==> config.mk <==
export PLATFORM = sky130hd
export DESIGN_NAME = ysyx_25030085_lsu
export DESIGN_NICKNAME = d
export VERILOG_FILES = /design/src/rtl/ysyx_25030085_lsu.sv
export SDC_FILE = /design/constraint.sdc
export NUM_CORES = 1
export LEC_CHECK = 0
export CORE_AREA = 5 5 154 156
export DETAILED_ROUTE_END_ITERATION = 12
export DIE_AREA = 0 0 159 161
export GPL_ROUTABILITY_DRIVEN = 0
export HOLD_SLACK_MARGIN = 0.05
export PLACE_DENSITY = 0.55
export REMOVE_ABC_BUFFERS = 1
export SKIP_CTS_REPAIR_TIMING = 1
export SYNTH_ARGS = -nofsm -noshare
export SYNTH_HDL_FRONTEND = slang
export SYNTH_SLANG_ARGS = --single-unit
==> constraint.sdc <==
create_clock -name clk -period 2.45 [get_ports clk]
set_clock_uncertainty 0.15 [all_clocks]
set_input_delay 0.245 -clock clk [delete_from_list [all_inputs] [get_ports clk]]
set_output_delay 0.245 -clock clk [all_outputs]
set_load 0.005 [all_outputs]
==> src/rtl/ysyx_25030085_lsu.sv <==
// ysyx_25030085_lsu: load/store unit sitting right after decode/control.
// Takes one memory access at a time, drives a valid/ready bus, and returns
// aligned, sign/zero-extended load data for the writeback path.
// Optional build macro: LSU_TIMEOUT_EN aborts an access with an error after
// TIMEOUT_CYC cycles spent in REQ/WAIT; without it the LSU waits indefinitely.
module ysyx_25030085_lsu #(
   parameter int unsigned TIMEOUT_CYC = 255
) (
   input  logic        clk,
   input  logic        rst_n,
   input  logic        req_valid,
   output logic        req_ready,
   input  logic        mem_read,
   input  logic        mem_write,
   input  logic [2:0]  mem_op,
   input  logic [31:0] addr,
   input  logic [31:0] wdata,
   output logic        resp_valid,
   output logic [31:0] resp_rdata,
   output logic        resp_err,
   output logic        busy,
   output logic        bus_req_valid,
   input  logic        bus_req_ready,
   output logic        bus_we,
   output logic [31:0] bus_addr,
   output logic [31:0] bus_wdata,
   output logic [3:0]  bus_wstrb,
   input  logic        bus_resp_valid,
   input  logic [31:0] bus_rdata,
   input  logic        bus_resp_err
);

   typedef enum logic [1:0] {IDLE, REQ, WAIT, RESP} state_t;

   state_t      state;
   logic        rd_q;
   logic [2:0]  op_q;
   logic [1:0]  off_q;
   logic [31:0] rdata_q;
   logic        err_q;
   logic        bus_we_q;
   logic [31:0] bus_addr_q;
   logic [31:0] bus_wdata_q;
   logic [3:0]  bus_wstrb_q;

   logic        is_half;
   logic        is_word;
   logic        bad_op;
   logic        misaligned;
   logic        req_err;
   logic        req_nop;
   logic [3:0]  st_wstrb;
   logic [31:0] st_wdata;
   logic [7:0]  ld_byte;
   logic [15:0] ld_half;
   logic [31:0] ld_data;

`ifdef LSU_TIMEOUT_EN
   logic [7:0]  tmo_cnt;
   logic        tmo_hit;

   // The last allowed REQ/WAIT cycle is the one where the counter shows TIMEOUT_CYC-1.
   assign tmo_hit = (tmo_cnt == 8'(TIMEOUT_CYC - 1));
`endif

   // Classify the incoming request and build the byte-lane store image.
   always_comb begin
      is_half    = (mem_op[1:0] == 2'b01);
      is_word    = (mem_op[1:0] == 2'b10);
      bad_op     = (mem_op == 3'b011) || (mem_op == 3'b110) || (mem_op == 3'b111);
      misaligned = (is_half && addr[0]) || (is_word && (addr[1:0] != 2'b00));
      req_err    = (mem_read && mem_write) || bad_op || (mem_write && mem_op[2]) || misaligned;
      req_nop    = !mem_read && !mem_write;
      st_wstrb   = 4'b0000;
      st_wdata   = wdata;
      if (mem_write) begin
         case (mem_op[1:0])
            2'b00: begin
               st_wstrb = 4'b0001 << addr[1:0];
               st_wdata = {4{wdata[7:0]}};
            end
            2'b01: begin
               st_wstrb = addr[1] ? 4'b1100 : 4'b0011;
               st_wdata = {2{wdata[15:0]}};
            end
            default: st_wstrb = 4'b1111;
         endcase
      end
   end

   // Pick the addressed byte/halfword out of the returned word and extend it.
   always_comb begin
      ld_byte = bus_rdata[{off_q, 3'b000} +: 8];
      ld_half = bus_rdata[{off_q[1], 4'b0000} +: 16];
      case (op_q)
         3'b000:  ld_data = {{24{ld_byte[7]}}, ld_byte};
         3'b001:  ld_data = {{16{ld_half[15]}}, ld_half};
         3'b010:  ld_data = bus_rdata;
         3'b100:  ld_data = {24'h0, ld_byte};
         3'b101:  ld_data = {16'h0, ld_half};
         default: ld_data = 32'h0;
      endcase
   end

   // Access sequencer: latch the request, run one bus transaction, pulse the response.
   always_ff @(posedge clk or negedge rst_n) begin
      if (!rst_n) begin
         state       <= IDLE;
         rd_q        <= 1'b0;
         op_q        <= 3'b000;
         off_q       <= 2'b00;
         rdata_q     <= 32'h0;
         err_q       <= 1'b0;
         bus_we_q    <= 1'b0;
         bus_addr_q  <= 32'h0;
         bus_wdata_q <= 32'h0;
         bus_wstrb_q <= 4'b0000;
`ifdef LSU_TIMEOUT_EN
         tmo_cnt     <= 8'h0;
`endif
      end else begin
         case (state)
            IDLE: begin
               if (req_valid) begin
                  rd_q        <= mem_read;
                  op_q        <= mem_op;
                  off_q       <= addr[1:0];
                  bus_we_q    <= mem_write;
                  bus_addr_q  <= {addr[31:2], 2'b00};
                  bus_wdata_q <= st_wdata;
                  bus_wstrb_q <= st_wstrb;
`ifdef LSU_TIMEOUT_EN
                  tmo_cnt     <= 8'h0;
`endif
                  if (req_err) begin
                     err_q   <= 1'b1;
                     rdata_q <= 32'h0;
                     state   <= RESP;
                  end else if (req_nop) begin
                     err_q   <= 1'b0;
                     rdata_q <= 32'h0;
                     state   <= RESP;
                  end else begin
                     state   <= REQ;
                  end
               end
            end
            REQ: begin
`ifdef LSU_TIMEOUT_EN
               if (tmo_hit) begin
                  err_q   <= 1'b1;
                  rdata_q <= 32'h0;
                  state   <= RESP;
               end else begin
                  tmo_cnt <= tmo_cnt + 8'h1;
                  if (bus_req_ready) state <= WAIT;
               end
`else
               if (bus_req_ready) state <= WAIT;
`endif
            end
            WAIT: begin
               if (bus_resp_valid) begin
                  err_q   <= bus_resp_err;
                  rdata_q <= (rd_q && !bus_resp_err) ? ld_data : 32'h0;
                  state   <= RESP;
               end
`ifdef LSU_TIMEOUT_EN
               else if (tmo_hit) begin
                  err_q   <= 1'b1;
                  rdata_q <= 32'h0;
                  state   <= RESP;
               end else begin
                  tmo_cnt <= tmo_cnt + 8'h1;
               end
`endif
            end
            default: state <= IDLE;
         endcase
      end
   end

   assign req_ready     = (state == IDLE);
   assign busy          = (state != IDLE);
   assign bus_req_valid = (state == REQ);
   assign resp_valid    = (state == RESP);
   assign resp_rdata    = rdata_q;
   assign resp_err      = err_q;
   assign bus_we        = bus_we_q;
   assign bus_addr      = bus_addr_q;
   assign bus_wdata     = bus_wdata_q;
   assign bus_wstrb     = bus_wstrb_q;

endmodule
==> results_dict.tcl <==
set metrics [dict create \
    cts.sinks 108 \
    tightest_slew_ps 533 \
    synth-simple-area-share 0.0906 \
    die_area_um2 25600 \
    synth.most_common_cell "dfrtp_1" \
    rows 55 \
    finalHoldViolations 0 \
    synth.distinct_cells 49 \
    syn_area_um2 5400 \
    final_max_slew_viol_count 0 \
    synth_compound_area_frac 0.131 \
    grt_max_degree 57 \
    synth.ff_latch_count 108 \
    avgSynthCellArea_um2 11.6 \
    avgViaCountPerCell 4.62 \
    io_pins 213 \
    ctsHtreeMaxLevel 3 \
    insertion_delay_ps 350 \
    path_cells "inv_1 > ha_1 > inv_1 > o21bai_1 > or2_2 > buf_12 > mux2_2" \
    grt_usage 0.130 \
    power_density_nw_per_um2 1030 \
    cts_buffers 9 \
    rr_startpoint "state[0]" \
    dp_cells 955 \
    firstDrtPassIters 4 \
    ys_top_cells_by_count "dfrtp_1, mux2_2, nand2_1, o21ai_0, mux2_4" \
    fmax_mhz 446 \
    synth_ff_type "dfrtp_1" \
    rrSetupSlack_ps 210 \
    grt_antenna_before_repair 0 \
    cts_max_path_buffers 2 \
    drv_cap 0 \
    synthMuxAreaShare 0.225 \
    fin_tns_setup_ps 0 \
    drive_gt1_frac 0.195 \
    path_class "reg -> reg" \
    antenna_left 0 \
    wl_mm 16.9 \
    grt_pass1_wl_mm 27.3 \
    initial_utilization 0.243 \
    peakVddDrop_mv 0.418 \
    n_fill_cell 2172 \
    synthToLayoutAreaGrowth_pct 52.5 \
    whs_ps 235 \
    ys_warn_count 0 \
    num_antenna_cells 0 \
    clkTransAtPathRegs_ps 80 \
    finalCritPeriodShare 0.914 \
    port_buffers 210 \
    post-route-util 0.371 \
    worstReg2RegEnd "resp_rdata[29]" \
    slowest_delay_ps 420 \
    fp.dieW_um 159 \
    remaining_drc_errors 0 \
    fin_nets 793 \
    wl_per_cell_um 17.4 \
    synth.area.top_cells "dfrtp_1, mux2_2, mux2_4" \
    coreArea_um2 22200 \
    synth_area_leader_cell "dfrtp_1" \
    rsz0062_at_grt "false" \
    yosys.area_share.xor_xnor 0.00162 \
    endpoint_kind "flip-flop" \
    drtIter0Drc 113 \
    critPathTopFamily "flip-flops" \
    ys_seq_area_frac 0.500 \
    timing.critical_path.buf_inv 3 \
    fin_crit_ps 2240 \
    async_flop_share 1.00 \
    status "completed" \
    synth-adder-area-share 0.00926 \
    synth_edf_count 0 \
    max-slew-margin-rel 0.645 \
    tritoncts "yes" \
    crit_top_cell "inv_1" \
    final_cell_count_no_fill 972 \
    start_kind "flip-flop" \
    path_max_fanout 21 \
    synth_top_family_by_area "multiplexers" \
    dp_hpwl_mm 13.0 \
    grt_pass1_vias 4917 \
    ff2ff_path_depth 7 \
    slowest_stage "dfrtp_1" \
    overflow 0 \
    critical_path_arrival_ps 2330 \
    fin_area_um2 8240 \
    synthCells 465 \
    cts_root_buffer "clkbuf_16" \
    synth_top_area_share 0.500 \
    setup_viol 0 \
    crit_required_ps 2540 \
    routed-via-count 4494 \
    hold_path.class "in -> async" \
    place_area_um2 7940 \
    p_leak_uw 0.00348 \
    dieHeight_um 161 \
]
worst max path at each step:
stage	from	end	slack, ps	cells after the start
after floorplan	state[0]	bus_addr[10]	-680	4
after detailed placement	mem_op[0]	resp_rdata[29]	30	6
final	state[0]	resp_rdata[29]	210	7
after global placement	mem_op[0]	resp_rdata[30]	80	6
after CTS	state[0]	resp_rdata[29]	190	7
after global routing	state[0]	resp_rdata[29]	50	7
power breakdown:
group          switching [µW]  internal, µW
registers                 401          2460
logic                    1750          2480
clock network             707           707
per-layer routing:
layer / vias to the layer above / track usage / share of wire
li1: 2108 / - / -
met1: 2200 / 0.158 / 0.42
met2: 174 / 0.220 / 0.48
met3: 12 / 0.0536 / 0.090
met4: 0 / 0.0264 / 0.0098
met5: - / 0 / 0
kinds of logic after synthesis:
group	Yosys count
flip-flops	108
AO/OA/AOI/OAI	106
AND/OR/NAND/NOR	103
multiplexers	102
buffers and inverters	40
adder cells (fa/ha/maj)	4
other	1
XOR/XNOR	1
per-stage QoR:
step                setup WS (ps)  power [µW]
finish                        209        8510
global route                 48.2        9130
CTS                           192        8670
detailed placement           30.9        7190
global placement             84.2        7090
floorplan                    -677        4810
registers in the layout, summed over array words and instances (netlist names):
register    count
bus_addr       30
bus_wdata      32
bus_we          1
bus_wstrb       4
off_q           2
op_q            3
rd_q            1
resp_err        1
resp_rdata     32
state           2
cells in the final DEF, fill, tap and decap left out, types with 7 or more instances in the layout:
master             n
a21oi_1           15
a22oi_1            7
a31oi_1           18
and2_1             8
buf_4             24
clkbuf_16          9
clkdlybuf4s50_1  209
dfrtp_1          108
mux2_2            58
mux2_4            22
mux2i_1           20
nand2_1           50
nor2_1            19
nor2b_1            8
o21ai_0           30
o31ai_1           13
cell type report:
class | instances | area, µm² | area share
Tap cell | 285 | 357 | 0.0433
Inverter | 6 | 22.5 | 0.00273
Multi-Input combinational cell | 318 | 2490 | 0.302
Sequential cell | 108 | 2700 | 0.328
Timing Repair Buffer | 239 | 2380 | 0.289
Clock buffer | 9 | 225 | 0.0273
Clock inverter | 7 | 61.3 | 0.00744
No activity file was read; power rests on OpenSTA's default activity.
==> patch 1 (same settings) <==
Put one more register stage on the output `resp_err`, with the module's reset. The value now appears one clock later. The other outputs are not delayed to match.
--- a/src/rtl/ysyx_25030085_lsu.sv
+++ b/src/rtl/ysyx_25030085_lsu.sv
@@ -187,3 +187,9 @@
    assign resp_rdata    = rdata_q;
-   assign resp_err      = err_q;
+   always_ff @(posedge clk or negedge rst_n) begin
+      if (!rst_n) begin
+         resp_err <= '0;
+      end else begin
+         resp_err <= err_q;
+      end
+   end
    assign bus_we        = bus_we_q;
Behaviour: not the same (a bounded check fails within 4 cycles, from zero or initial values and one cycle with rst_n low).
==> patch 1 against the original RTL <==
Cell count is 0.21% lower; area after synthesis is 0.46% higher; power is 0.31% higher; wire length is 2.0% higher; design area is 0.15% higher; setup slack better by 34 ps; sequential share of layout area is 0.25 points higher; sequential cell count is 1 higher.
==> patch 1: results (changes against the original RTL) <==
Hold WC Path Type = flop to flop
leak pwr = 3.480 nW (about the same)
worst slew pin tran = 609.3 ps (+76.68 ps)
initial drt markers = 213 (+88%)
pre-CTS setup slack = 44.51 ps (+13.61 ps)
layout cell share with drive strength beyond 1 = 0.1898 (-0.005270)
global-route wire length before repair = 27.47 mm (+0.60%)
via count = 4,509 (+0.33%)
pin count of the biggest net entering global routing = 110 (+93%)
Routed WL per cell = 17.78 µm (+2.2%)
routing usage on met3 = 0.04976 (-0.003828)
sequential area share after synthesis = 0.5025 (+0.002304)
dpl hpwl = 13.01 mm (+0.29%)
met1 usage = 0.1706 (+0.01245)
Worst Path Max Fanout = 6 (-71%)
htree depth = 3 (unchanged)
crit-path max cell delay = 500 ps (+80 ps)
Critical Path AT = 1810 ps (-520 ps)
outcome = completed
final net count = 791 (-0.25%)
met2 Track Usage GR = 0.2128 (-0.006907)
Synth area leaders = dfrtp_1 (50%), mux2_2 (12%), mux2_4 (6.1%)
Fillers = 2,202 (+1.4%)
peak supply drop = 459.0 µV (+9.7%)
Longest Clk Path Bufs = 2 (unchanged)
CP max stage cell = clkdlybuf4s50_1
GRT Total Usage = 0.1326 (+0.002139)
vias in the first global route = 4,762 (-3.2%)
clk_lat worst skew = 350 ps (about the same)
most frequent cells after synthesis = dfrtp_1 (109), mux2_2 (58), nand2_1 (51), o21ai_0 (30), mux2_4 (22)
Synth Warn # = 0 (unchanged)
family with the most delay on the worst path = buffers and inverters
patch 1: cell types whose count changed in the layout (fill, tap and decap cells not counted), sizes merged:
cell and change:
clkinv -1, dfrtp +1, buf -3, clkbuf +1
patch 1: cell families after synthesis:
family / Yosys count / synth area share
AOI/OAI and AO/OA: 106 / 0.1305
xor gates and xnor gates: 1 / 0.001614
adders and majority gates: 4 / 0.009221
buffers and inverters: 40 / 0.04103
DFF: 109 / 0.5025
muxes: 102 / 0.2243
other: 1 / 0.0006909
and+or+nand+nor: 103 / 0.09014
patch 1: area by class of cell:
type	instances	share of cell area
Sequential cell	109	0.3306
Multi-Input combinational cell	318	0.3016
Timing Repair Buffer	236	0.2875
Tap cell	285	0.04321
Clock buffer	10	0.02896
Clock inverter	6	0.005459
Inverter	6	0.002729
patch 1: through the flow:
step | TNS (ps) | hold slack [ps] | utilization | area (µm²) | instances
after floorplan | -51720 | -200.6 | - | 5231 | 433
after global placement | 0 | 205.1 | 0.3580 | 7958 | 953
after detailed placement | 0 | 210.7 | 0.3580 | 7958 | 953
after CTS | 0 | -156.2 | 0.3708 | 8242 | 969
after global routing | 0 | 253.3 | 0.3712 | 8252 | 970
final | 0 | 227.4 | 0.3712 | 8252 | 970
patch 1: final timing paths:
check | endpoint | depth (start not counted) | slack [ps] | startpoint
setup / recovery | busy | 5 | 240 | state[0]$_DFFE_PN0P_
hold / removal | resp_err$_DFF_PN0_ | 0 | 230 | err_q$_DFFE_PN0P_
setup reg to reg | resp_rdata[29]$_DFFE_PN0P_ | 7 | 350 | state[0]$_DFFE_PN0P_
hold reg to reg | resp_err$_DFF_PN0_ | 0 | 230 | err_q$_DFFE_PN0P_
max in group asynchronous | bus_wdata[22]$_DFFE_PN0P_ | 3 | 1300 | rst_n
min in group asynchronous | resp_rdata[5]$_DFFE_PN0P_ | 3 | 370 | rst_n
patch 1: power breakdown:
part | internal [mW] | total, mW | leakage (nW) | switching [mW]
combinational | 2.45 | 4.18 | 1.96 | 1.74
clock | 0.727 | 1.43 | 0.143 | 0.707
sequential | 2.49 | 2.92 | 1.38 | 0.433
total | 5.66 | 8.54 | 3.48 | 2.87
patch 1: layer usage:
| metal | part of all wire | wire, µm |
|---|---|---|
| met1 | 0.44 | 7536 |
| met2 | 0.46 | 7944 |
| met3 | 0.091 | 1563 |
| met4 | 0.012 | 204 |
| met5 | 0 | 0 |
==> patch 2 (same flow settings) <==
Without the edit above. The option `LSU_TIMEOUT_EN` is turned on by a define.
--- a/src/rtl/ysyx_25030085_lsu.sv
+++ b/src/rtl/ysyx_25030085_lsu.sv
@@ -5,2 +5,4 @@
 // TIMEOUT_CYC cycles spent in REQ/WAIT; without it the LSU waits indefinitely.
+`define LSU_TIMEOUT_EN
+
 module ysyx_25030085_lsu #(
Function: no difference found for any inputs over 4 cycles, from zero or initial values and one cycle with rst_n low; that may be too few to reach the edited logic, so the function may still have changed.
==> patch 2 against the original RTL <==
Design area up 6.5%; power up 19%; combinational power up 2%; global-route usage up 0.65 points; first-iteration DRC count up 100%; setup slack worse by 18 ps; largest power group unchanged; synthesized cell count up 7.1%; cell count up 4.5%; wire length up 4.8%; non-clock buffer count down 1; sequential cell count up 8; area after synthesis up 2.0%; critical endpoint is now tmo_cnt[7]$_DFFE_PN0P_.
==> patch 2: results (changes against the original RTL) <==
outcome = completed
global-route wire length before repair = 28.09 mm (+2.9%)
Synth Area in Adders = 0.01362 (+0.004360)
Critical Path AT = 2410 ps (+80 ps)
Buffers on Ports = 210 (unchanged)
htree depth = 4 (+1)
worst hold path depth = 2
# diodes = 0 (unchanged)
# placed instances = 983 (+2.9%)
layout cell share with drive strength beyond 1 = 0.1546 (-0.04047)
drt via density = 4.629 (+0.12%)
CTS buffer count = 17 (+8)
Root Driver = clkbuf_16
DR pass1 iterations = 4 (unchanged)
Synth cell types = 46 (-6.1%)
Net Sw Power = 3.283 mW (+15%)
clk_lat worst skew = 410 ps (+60 ps)
reg-to-reg setup timing slack = 190 ps (-20 ps)
WL final = 17.73 mm (+4.8%)
Hold WC Path Type = input pin to flop
syn avg cell area = 11.06 µm² (-4.8%)
Reg clk slew, reported paths = 60 ps (-20 ps)
GRT Total Usage = 0.1369 (+0.006470)
RR Startpoint = state[0]$_DFFE_PN0P_
final net count = 831 (+4.8%)
RR Endpoint = tmo_cnt[7]$_DFFE_PN0P_
most frequent cells after synthesis = dfrtp_1 (116), o21ai_0 (49), nand2_1 (48), mux2_2 (46), mux2i_1 (33)
fin. max-slew vios = 0 (unchanged)
post-synthesis xor/xnor area fraction = 0.004768 (+0.003147)
Worst Path Max Fanout = 6 (-71%)
leak pwr = 3.629 nW (+4.3%)
Longest Clk Path Bufs = 2 (unchanged)
worst reg2reg path depth = 7 (unchanged)
antenna viol nets, final = 0 (unchanged)
Compound-Gate Fraction of Synth Area = 0.1744 (+0.04331)
vias in the first global route = 4,957 (+0.81%)
sequential area share after synthesis = 0.5268 (+0.02656)
Hold EP = bus_addr[19]$_DFFE_PN0P_
via count = 4,703 (+4.7%)
initial drt markers = 230 (+100%)
Post-synth ARST share = 1.000 (unchanged)
pin count of the biggest net entering global routing = 117 (+110%)
Synth Warn # = 0 (unchanged)
dpl hpwl = 12.94 mm (-0.21%)
hold path startpoint = addr[19]
WHS = 288.8 ps (+53.52 ps)
initial antenna violation count = 0 (unchanged)
mux contribution to synthesized area = 0.1580 (-0.06730)
Rel. slew slack = 0.5213 (-0.1237)
peak supply drop = 536.8 µV (+28%)
pre-CTS setup slack = -29.63 ps (-60.53 ps)
Synth area leaders = dfrtp_1 (53%), mux2_2 (9.4%), mux2i_1 (6.0%)
==> patch 2: cell types whose count changed after synthesis, sizes merged, moves of 8 or more <==
cell,change
mux2,-35
nor2,-8
dfrtp,+8
o21ai,+20
a31oi,-18
a21oi,+17
o2bb2ai,+20
mux2i,+13
nor3,+9
clkbuf,+8
a22o,+11
==> patch 2: cell families (layout without fill, tap and decap cells) <==
logic type,Yosys count,after routing
AOI/OAI and AO/OA,146,146
DFF,116,116
and+or+nand+nor,98,98
muxes,80,80
buffers and inverters,48,280
adders and majority gates,6,6
xor gates and xnor gates,3,3
other,1,2
==> patch 2: final cells by class <==
cell class	count	area [µm²]
inverters	10	37.54
clock inverters	14	226.5
clock buffers	18	429.2
multi-input cells	335	2426
well taps	285	356.6
flip-flops and latches	116	2903
fillers	2197	13450
repair buffers	238	2400
==> patch 2: routing by layer <==
| layer | wire length [µm] | share of wire | vias up | GRT usage |
|---|---|---|---|---|
| li1 | - | - | 2262 | - |
| met1 | 7478 | 0.42 | 2260 | 0.1687 |
| met2 | 8396 | 0.47 | 162 | 0.2166 |
| met3 | 1512 | 0.085 | 19 | 0.05665 |
| met4 | 337 | 0.019 | 0 | 0.04886 |
| met5 | 0 | 0 | - | 0 |
==> patch 2: worst max-delay path by stage <==
stage                         startpoint  cells past startpoint                         end  slack [ps]
finish              state[0]$_DFFE_PN0P_                      7      tmo_cnt[7]$_DFFE_PN0P_         190
detailed placement         bus_rdata[15]                      6  resp_rdata[30]$_DFFE_PN0P_         -30
global placement           bus_rdata[23]                      6  resp_rdata[31]$_DFFE_PN0P_         -90
CTS                 state[0]$_DFFE_PN0P_                      7  resp_rdata[13]$_DFFE_PN0P_           4
global route        state[0]$_DFFE_PN0P_                      7      tmo_cnt[7]$_DFFE_PN0P_          70
floorplan           state[0]$_DFFE_PN0P_                      4    bus_addr[10]$_DFFE_PN0P_        -670
==> patch 2: metrics by stage <==
step                      area [µm²]  power [mW]
final                           8778       10.09
after CTS                       8756       10.23
after detailed placement        8100       7.364
after global placement          8100       7.372
after floorplan                 5339       4.942
after global routing            8778       10.78
==> patch 2: critical path, stage by stage (launching register included) <==
cell and delay, ps:
dfrtp_1 390, inv_1 80, ha_1 240, and2_1 210, a211o_1 380, a2111oi_1 470
xnor2_1 170, nor2_1 50
==> patch 2: power by group through the flow <==
stage | clock network [mW] | registers (mW) | logic [mW]
CTS | 2.86 | 3.01 | 4.37
global placement | 0 | 3.01 | 4.36
floorplan | 0 | 3.08 | 1.86
detailed placement | 0 | 3.03 | 4.34
finish | 2.77 | 3.00 | 4.32
global route | 2.92 | 3.10 | 4.76
